## src/rtl/sar_search_ctrl.sv

```systemverilog
// Successive-approximation search controller driving a magnitude comparator's B operand.
// Optional flag-consistency checking is enabled with `define SAR_CMP_CHECK_EN.
module sar_search_ctrl #(
  parameter int WIDTH = 4
) (
  input  logic             clk,
  input  logic             rst_n,
  input  logic             start,
  input  logic             cmp_e,
  input  logic             cmp_g,
  input  logic             cmp_l,
  output logic [WIDTH-1:0] guess,
  output logic             busy,
  output logic             done,
  output logic [WIDTH-1:0] result,
  output logic             found,
  output logic             err
);

  localparam int IW = (WIDTH > 1) ? $clog2(WIDTH) : 1;

  typedef enum logic [1:0] {IDLE, SEARCH, DONE} state_t;

  state_t           state, state_nx;
  logic [IW-1:0]    idx, idx_nx;
  logic [WIDTH-1:0] guess_nx, result_nx;
  logic [WIDTH-1:0] idx_bit, acc;
  logic             busy_nx, done_nx, found_nx;

  assign idx_bit = WIDTH'(1) << idx;
  // cmp_l is implied by neither E nor G; an all-zero sample therefore decodes as L
  assign acc     = cmp_g ? guess : (guess & ~idx_bit);

`ifdef SAR_CMP_CHECK_EN
  logic err_q, err_nx, flag_bad;
  assign flag_bad = !({cmp_e, cmp_g, cmp_l} inside {3'b100, 3'b010, 3'b001});
  assign err      = err_q;
`else
  assign err = 1'b0;
`endif

  always_comb begin
    state_nx  = state;
    idx_nx    = idx;
    guess_nx  = guess;
    result_nx = result;
    busy_nx   = busy;
    done_nx   = 1'b0;
    found_nx  = found;
`ifdef SAR_CMP_CHECK_EN
    err_nx    = err_q;
`endif
    unique case (state)
      IDLE: begin
        if (start) begin
          state_nx = SEARCH;
          guess_nx = WIDTH'(1) << (WIDTH - 1);
          idx_nx   = IW'(WIDTH - 1);
          busy_nx  = 1'b1;
          found_nx = 1'b0;
`ifdef SAR_CMP_CHECK_EN
          err_nx   = 1'b0;
`endif
        end
      end
      SEARCH: begin
`ifdef SAR_CMP_CHECK_EN
        if (flag_bad) begin
          state_nx  = DONE;
          result_nx = '0;
          found_nx  = 1'b0;
          err_nx    = 1'b1;
          busy_nx   = 1'b0;
          done_nx   = 1'b1;
        end else
`endif
        if (cmp_e) begin
          state_nx  = DONE;
          result_nx = guess;
          found_nx  = 1'b1;
          busy_nx   = 1'b0;
          done_nx   = 1'b1;
        end else if (idx == '0) begin
          state_nx  = DONE;
          result_nx = acc;
          found_nx  = 1'b0;
          busy_nx   = 1'b0;
          done_nx   = 1'b1;
        end else begin
          guess_nx = acc | (idx_bit >> 1);
          idx_nx   = idx - IW'(1);
        end
      end
      DONE: begin
        state_nx = IDLE;
      end
      default: state_nx = IDLE;
    endcase
  end

  always_ff @(posedge clk or negedge rst_n) begin
    if (!rst_n) begin
      state  <= IDLE;
      idx    <= IW'(WIDTH - 1);
      guess  <= '0;
      busy   <= 1'b0;
      done   <= 1'b0;
      result <= '0;
      found  <= 1'b0;
    end else begin
      state  <= state_nx;
      idx    <= idx_nx;
      guess  <= guess_nx;
      busy   <= busy_nx;
      done   <= done_nx;
      result <= result_nx;
      found  <= found_nx;
    end
  end

`ifdef SAR_CMP_CHECK_EN
  always_ff @(posedge clk or negedge rst_n) begin
    if (!rst_n) err_q <= 1'b0;
    else        err_q <= err_nx;
  end
`endif

endmodule
```

## config.mk

```make
export PLATFORM = sky130hd
export DESIGN_NAME = sar_search_ctrl
export DESIGN_NICKNAME = d
export VERILOG_FILES = /design/src/rtl/sar_search_ctrl.sv
export SDC_FILE = /design/constraint.sdc
export NUM_CORES = 1
export LEC_CHECK = 0
export CORE_MARGIN = 3
export CORE_UTILIZATION = 53
export CTS_BUF_LIST = sky130_fd_sc_hd__clkbuf_4
export DETAILED_ROUTE_END_ITERATION = 8
export GPL_TIMING_DRIVEN = 0
export PLACE_DENSITY = 0.92
export SYNTH_ARGS = -nofsm -noshare
export SYNTH_HDL_FRONTEND = slang
export SYNTH_SLANG_ARGS = --single-unit
```

## constraint.sdc

```tcl
create_clock -name clk -period 4.7 [get_ports clk]
set_input_delay 0.94 -clock clk [delete_from_list [all_inputs] [get_ports clk]]
set_output_delay 0.94 -clock clk [all_outputs]
set_load 0.005 [all_outputs]
```

# Word level (Yosys, flattened, before mapping)
# Cells that the tools add are included.
[op_classes] n_eq_ne=5 n_mux=25 n_reduce_logical=8 n_bitwise=3 shifts=1 n_addsub=1
[op_table] cell="$mux 4" count=6
[op_table] cell="$mux 2" count=6
[op_table] cell="$mux 1" count=8
[op_table] cell="$pmux 2 s2" count=2
[op_table] cell="$pmux 4 s2" count=1
[op_table] cell="$ne 2x2->1 const B" count=3
[op_table] cell="$and 4x4->4" count=1
[op_table] cell="$logic_not 2->1" count=2
[op_table] cell="$not 4->4" count=1
[op_table] cell="$or 4x3->4" count=1
[op_table] cell="$pmux 1 s2" count=2
[op_table] cell="$reduce_and 2->1" count=2
[op_table] cell="$reduce_and 4->1" count=1
[op_table] cell="$reduce_bool 2->1" count=2
[op_table] cell="$shl 1x2->4 const A" count=1
[op_table] cell="$ne 3x3->1 const B" count=1
[op_table] cell="$reduce_and 3->1" count=1
[op_table] cell="$eq 2x1->1 const B" count=1
[op_table] cell="$sub 2x1->2 const B" count=1
[totals] output_inout_bits=12 input_bits=6 reg_bits=15

# Longest topological paths before layout
# Gate-level depths: netlist (run 1).
[depth] word_depth=8 mapped_depth=6 depth_no_buf=6

# Worst setup path after synthesis (run 1)
# No wires, ideal clock.
[synth_path] kind="input-to-reg" startpoint="input port cmp_e" endpoint="register guess[1]" t_arrival_ns=1.675 path_stages=3 setup_time_ns=0.126 setup_slack_ns=2.899 n_path_buf=0 path_cell_list="nor4b_4 -> nor2_2 -> a221o_1"
[synth_via] elab_chain_cells=2
[synth_rtl] element="start, declared" line_no="9" source="input logic cmp_e,"
[synth_rtl] element="$ne 2x2->1 (no source line)"
[synth_rtl] element="$reduce_and 4->1 (no source line)"
[synth_rtl] element="end signal, assigned" line_no="113" source="guess <= guess_nx;"
[synth_rtl] element="end, declared" line_no="12" source="output logic [WIDTH-1:0] guess,"
# Every way passes these cells.
# A chain may end at the register's enable or synchronous reset.

# Final worst setup path (run 1)
[layout_path] startpoint="input port cmp_e" endpoint="register result[0]"
[layout_via] elab_chain_cells=2 word_cells_on_any_way=3
[layout_rtl] element="$reduce_bool 2->1 (no source line)"
[layout_rtl] element="$reduce_and 2->1 (no source line)"
[layout_rtl] element="end signal, assigned" line_no="116" source="result <= result_nx;"
[layout_rtl] element="end, declared" line_no="15" source="output logic [WIDTH-1:0] result,"
# Several ways; a longest one is shown, not always the timed one.

==> results.ini, run 1 <==
[place]
portBuffers=15
dp.cells=90
dp_slack_ns=2.14
dp_hpwl_mm=1.07
postPlaceCellArea_sq_um=890
gp_congestion=0.770

[logic_synthesis]
synthAdderAreaFrac=0.0693
yosysTopAreaCell=dfrtp_1
synth_xor_area_frac=0
synth_mux_area_frac=0.0624
synth_compound_area_frac=0.123
synth_area_leaders=dfrtp_1, dfstp_2, ha_1
syn_inst=61
yosysWarnings=0
syn_nets=71
avgSynthCellArea_sq_um=11.8
synth_top_area_frac=0.451
synth-simple-area-share=0.180
synth_top_family_by_area=simple AND/OR/NAND/NOR gates
syn_area_sq_um=722
yosysSeqAreaShare=0.523
ys_seq_elements=15
ys_types=27

[global_route]
grt_pass1_vias=587
grt_pass1_wl_mm=2.47
grt_max_degree=16
grtUsageMet2=0.317
met3_usage=0.0297
grt.met1_usage=0.201
globalRoute.busiestLayer=met2
grt.total_usage=0.177
grt_overflow_total=0
grt_antenna_before_repair=0

[drt]
drt_iter0_drc=4
dr.pass1.iters=4
drc=0
ant_nets=0
vias_per_cell=5.53
wl_mm=1.41
avgRoutedWirePerCell_um=15.0
vias=520

[timing]
finalHoldViolCount=0
worst_slew_pin_slew_ns=0.657
rsz0062_at_grt=no
maxSlewViolCount=0
fmax_ghz=0.438
fin_ws_ns=2.42
period_share=0.486
setup_viol=0
max_slew_margin=0.561
skew_ns=0.00102
period_needed_ns=2.28
fin_tns_setup_ns=0

[setup_path]
slowest_stage=clkdlybuf4s50_1
r2r_cells=5
worst-path-buf-inv=1
path_max_fanout=6
cp_slowest_stage_delay_ns=0.57
cp_cell_sequence=clkdlybuf4s50_1 > nor2_1 > nor3b_2 > mux2_2
arrival_ns=2.46
worst_setup_path_end_kind=register
path_depth=4
criticalPathCategory=input port to register
crit_required_ns=4.88
cp_top_family=buffers and inverters
cp-start-kind=input port

[clock_network]
cts_tree=yes
path_clk_slew_ns=0.09
root_buffer=clkbuf_4
cts.sink_count=15
numCtsBuffers=3
clk_latency_ns=0.28
post_cts_resized=0
holdBufCountCts=0
h-tree-depth=1
clk_path_buf_depth=2
post_cts_buffers=0

[floorplanning]
core_sq_um=1190
ios=18
row_count=12
die_x_um=42.9
die_height_um=42.9
initial_core_util=0.609
dieArea_sq_um=1840

[final_layout]
antennaDiodeCount=0
stdcell_count=94
layout-drive-gt1-share=0.213
area_growth_pct=27.0
design_area_sq_um=917
layout.nets=91

[power]
ir_worst_vdd_uv=318
p_per_area_nw_per_um2=576
power.leakage_nw=0.424

[min_path]
hp-class=register to register
hold_depth=1

[run]
drv_cap=0

[status]
outcome=finished clean

-- where the power goes --
part,switching (mW),internal (mW)
clock,0.0427,0.0316
sequential,0.0419,0.186
combinational,0.0896,0.136
-- flip-flops by register name, summed over array words and instances, names as in the netlist --
signal / count
guess: 4
result: 4
idx: 2
state: 2
busy: 1
done: 1
found: 1
-- placed cells by master (no fill, tap or decap), drive strengths merged, types with 2 or more instances in the layout --
cell type      count
a21boi             3
a21oi              3
clkbuf             3
clkdlybuf4s50     15
dfrtp             13
dfstp              2
ha                 4
inv                5
mux2               4
nand2              2
nand2b             2
nor2               5
nor3b              3
o21ai              2
-- synth_stat cells (all sizes together) --
cell	count
o22a	1
o21bai	1
mux2	4
o21ai	2
nor4b	1
nand2b	2
inv	5
nand2	2
ha	4
nor2	5
nand3	1
a21boi	3
nor3b	3
buf	1
nor2b	1
and3	1
a22oi	1
nor3	1
conb	1
a221o	1
o211ai	1
dfrtp	13
dfstp	2
a21oi	3
and2b	1
-- metrics by stage --
stage / hold WS (ns) / total power, mW / util
3_3_place_gp: 0.490 / 0.445 / 0.750
6_report: 0.517 / 0.528 / 0.773
2_1_floorplan: 0.501 / 0.342 / -
5_1_grt: 0.544 / 0.567 / 0.773
3_5_place_dp: 0.500 / 0.456 / 0.750
4_1_cts: 0.522 / 0.532 / 0.773
-- layer usage --
layer | vias to the layer above | part of all wire
li1 | 248 | -
met1 | 248 | 0.41
met2 | 17 | 0.51
met3 | 7 | 0.045
met4 | 0 | 0.025
met5 | - | 0
-- layout make-up --
class | instances | area (sq um)
buffer | 1 | 7.51
clock buffer | 3 | 22.5
clock inverter | 1 | 5.00
fill | 83 | 269
inverter | 5 | 18.8
multi-input combinational | 40 | 318
sequential | 15 | 378
tap | 14 | 17.5
timing repair buffer | 15 | 150
-- path summary, 6_finish.rpt --
check | start | end | slack [ns]
max | cmp_e | result[0] | 2.42
min | result[1] | result[1] | 0.52
max reg2reg | idx[0] | guess[1] | 2.74
min reg2reg | result[1] | result[1] | 0.52
max in group asynchronous | rst_n | result[3] | 3.23
min in group asynchronous | rst_n | found | 1.05
-- kinds of logic after synthesis --
logic type	Yosys count
compound gates	13
flops	15
buf+inv	6
simple gates	18
other cells	1
fa+ha+maj	4
mux	4
-- worst reg2reg max path: cells and delay by family (launching register included) --
family | cells | cell delay [ns]
simple gates | 2 | 0.60
flops | 1 | 0.58
fa+ha+maj | 1 | 0.28
compound gates | 1 | 0.31
buf+inv | 1 | 0.07
Note: power is estimated with default switching activity, not from simulation.
==> inputs of run 2 (changes only) <==
Settings changed: CORE_UTILIZATION 53 to 49, PLACE_DENSITY 0.92 to 0.87.
Clock period 4.7 ns to 2.1 ns, I/O delays scaled along.
==> results.ini, run 2 (synthesis results as in run 1) <==
[status]
outcome=finished clean

[clock_network]
post_cts_buffers=0  ; unchanged
clk_latency_ns=0.29  ; about the same
path_clk_slew_ns=0.09  ; about the same
clk_path_buf_depth=2  ; unchanged
root_buffer=clkbuf_4
cts_tree=yes
h-tree-depth=1  ; unchanged
numCtsBuffers=3  ; unchanged
holdBufCountCts=0  ; unchanged
cts.sink_count=15  ; unchanged
post_cts_resized=0  ; unchanged

[floorplanning]
row_count=13  ; +1
core_sq_um=1330  ; +12%
ios=18  ; unchanged
die_x_um=44.4  ; +3.4%
dieArea_sq_um=1970  ; +7.0%
die_height_um=44.4  ; +3.4%
initial_core_util=0.541  ; -0.0674

[timing]
finalHoldViolCount=0  ; unchanged
max_slew_margin=0.545  ; -0.0163
period_needed_ns=1.95
setup_viol=0  ; unchanged
period_share=0.928
worst_slew_pin_slew_ns=0.681  ; +0.0244 ns
fin_tns_setup_ns=0  ; unchanged
skew_ns=0.00595  ; +0.00493 ns
maxSlewViolCount=0  ; unchanged
fmax_ghz=0.513
rsz0062_at_grt=no

[drt]
vias_per_cell=5.32  ; -3.9%
dr.pass1.iters=3  ; -1
drc=0  ; unchanged
wl_mm=1.39  ; -1.4%
ant_nets=0  ; unchanged
vias=505  ; -2.9%
drt_iter0_drc=4  ; unchanged
avgRoutedWirePerCell_um=14.7  ; -2.5%

[global_route]
grt_antenna_before_repair=0  ; unchanged
grt_pass1_vias=516  ; -12%
grt.total_usage=0.165  ; -0.0121
grt_overflow_total=0  ; unchanged
grt_pass1_wl_mm=2.27  ; -8.1%
grt_max_degree=16  ; unchanged

[setup_path]
worst_setup_path_end_kind=register
path_max_fanout=9  ; +3
crit_required_ns=2.28  ; -2.60 ns
cp-start-kind=register
arrival_ns=2.13  ; -0.33 ns
criticalPathCategory=register to register

[final_layout]
seq_area_sq_um=378  ; unchanged
design_area_sq_um=918  ; +0.14%
fillers=103  ; +24%
final_cell_mix=clkdlybuf4s50_1, dfrtp_1, inv_1
layout.nets=91  ; unchanged
area_growth_pct=27.2
layout-drive-gt1-share=0.213  ; unchanged
reg_top3=guess: 4 flops, result: 4 flops
antennaDiodeCount=0  ; unchanged
final_common_cell=clkdlybuf4s50_1
multi_input_area_sq_um=318  ; unchanged

[power]
power.leakage_nw=0.424  ; unchanged
ir_worst_vdd_uv=776  ; +140%
p_per_area_nw_per_um2=1280  ; +120%

[place]
gp_congestion=0.803  ; +4.3%
postPlaceCellArea_sq_um=891  ; +0.14%
portBuffers=15  ; unchanged

[run]
drv_cap=0  ; unchanged

[min_path]
hp-class=register to register

[run 2: cell counts in the layout (fill, tap and decap cells not counted)]
Identical to the previous run, type by type.
[run 2: worst max-delay path, stage by stage, from the launching register on]
cell and delay, ns:
dfstp_2 0.57, inv_1 0.07, ha_1 0.27, nor4b_4 0.53
nor2_2 0.09, a221o_1 0.31
[run 2: report_power, final]
| group | internal (mW) | switching (mW) |
|---|---|---|
| registers | 0.415 | 0.0925 |
| clock network | 0.0709 | 0.0983 |
| logic | 0.305 | 0.197 |
| total | 0.790 | 0.388 |
[run 2: path summary, 6_finish.rpt]
kind	slack (ns)	endpoint	startpoint	cells past startpoint
max reg2reg	0.15	guess[1]	idx[0]	5
min	0.52	result[3]	result[3]	1
max in group asynchronous	1.13	guess[1]	rst_n	1
min reg2reg	0.52	result[3]	result[3]	1
min in group asynchronous	0.53	state[1]	rst_n	1
max	0.15	guess[1]	idx[0]	5
[run 2: final cells by class]
type | instances | share of cell area
buffer | 1 | 0.00817
multi-input combinational | 40 | 0.346
tap | 15 | 0.0204
clock inverter | 1 | 0.00545
clock buffer | 3 | 0.0245
inverter | 5 | 0.0204
sequential | 15 | 0.411
timing repair buffer | 15 | 0.163
[run 2: routing by layer]
layer | wire length [um] | GRT usage | up-vias | part of all wire
met4 | 31 | 0.0904 | 0 | 0.022
met2 | 694 | 0.282 | 14 | 0.50
met5 | 0 | 0 | - | 0
li1 | - | - | 245 | -
met1 | 587 | 0.195 | 241 | 0.42
met3 | 79 | 0.0285 | 5 | 0.057
[run 2: stage by stage]
step,setup WS (ns),hold slack [ns],power (mW),cells,util
after global routing,0.0551,0.534,1.26,95,0.689
after global placement,0.137,0.492,0.997,91,0.668
final,0.150,0.515,1.18,95,0.689
after CTS,0.151,0.518,1.20,95,0.689
after floorplan,0.342,0.124,0.765,61,-
after detailed placement,0.118,0.495,1.02,91,0.668
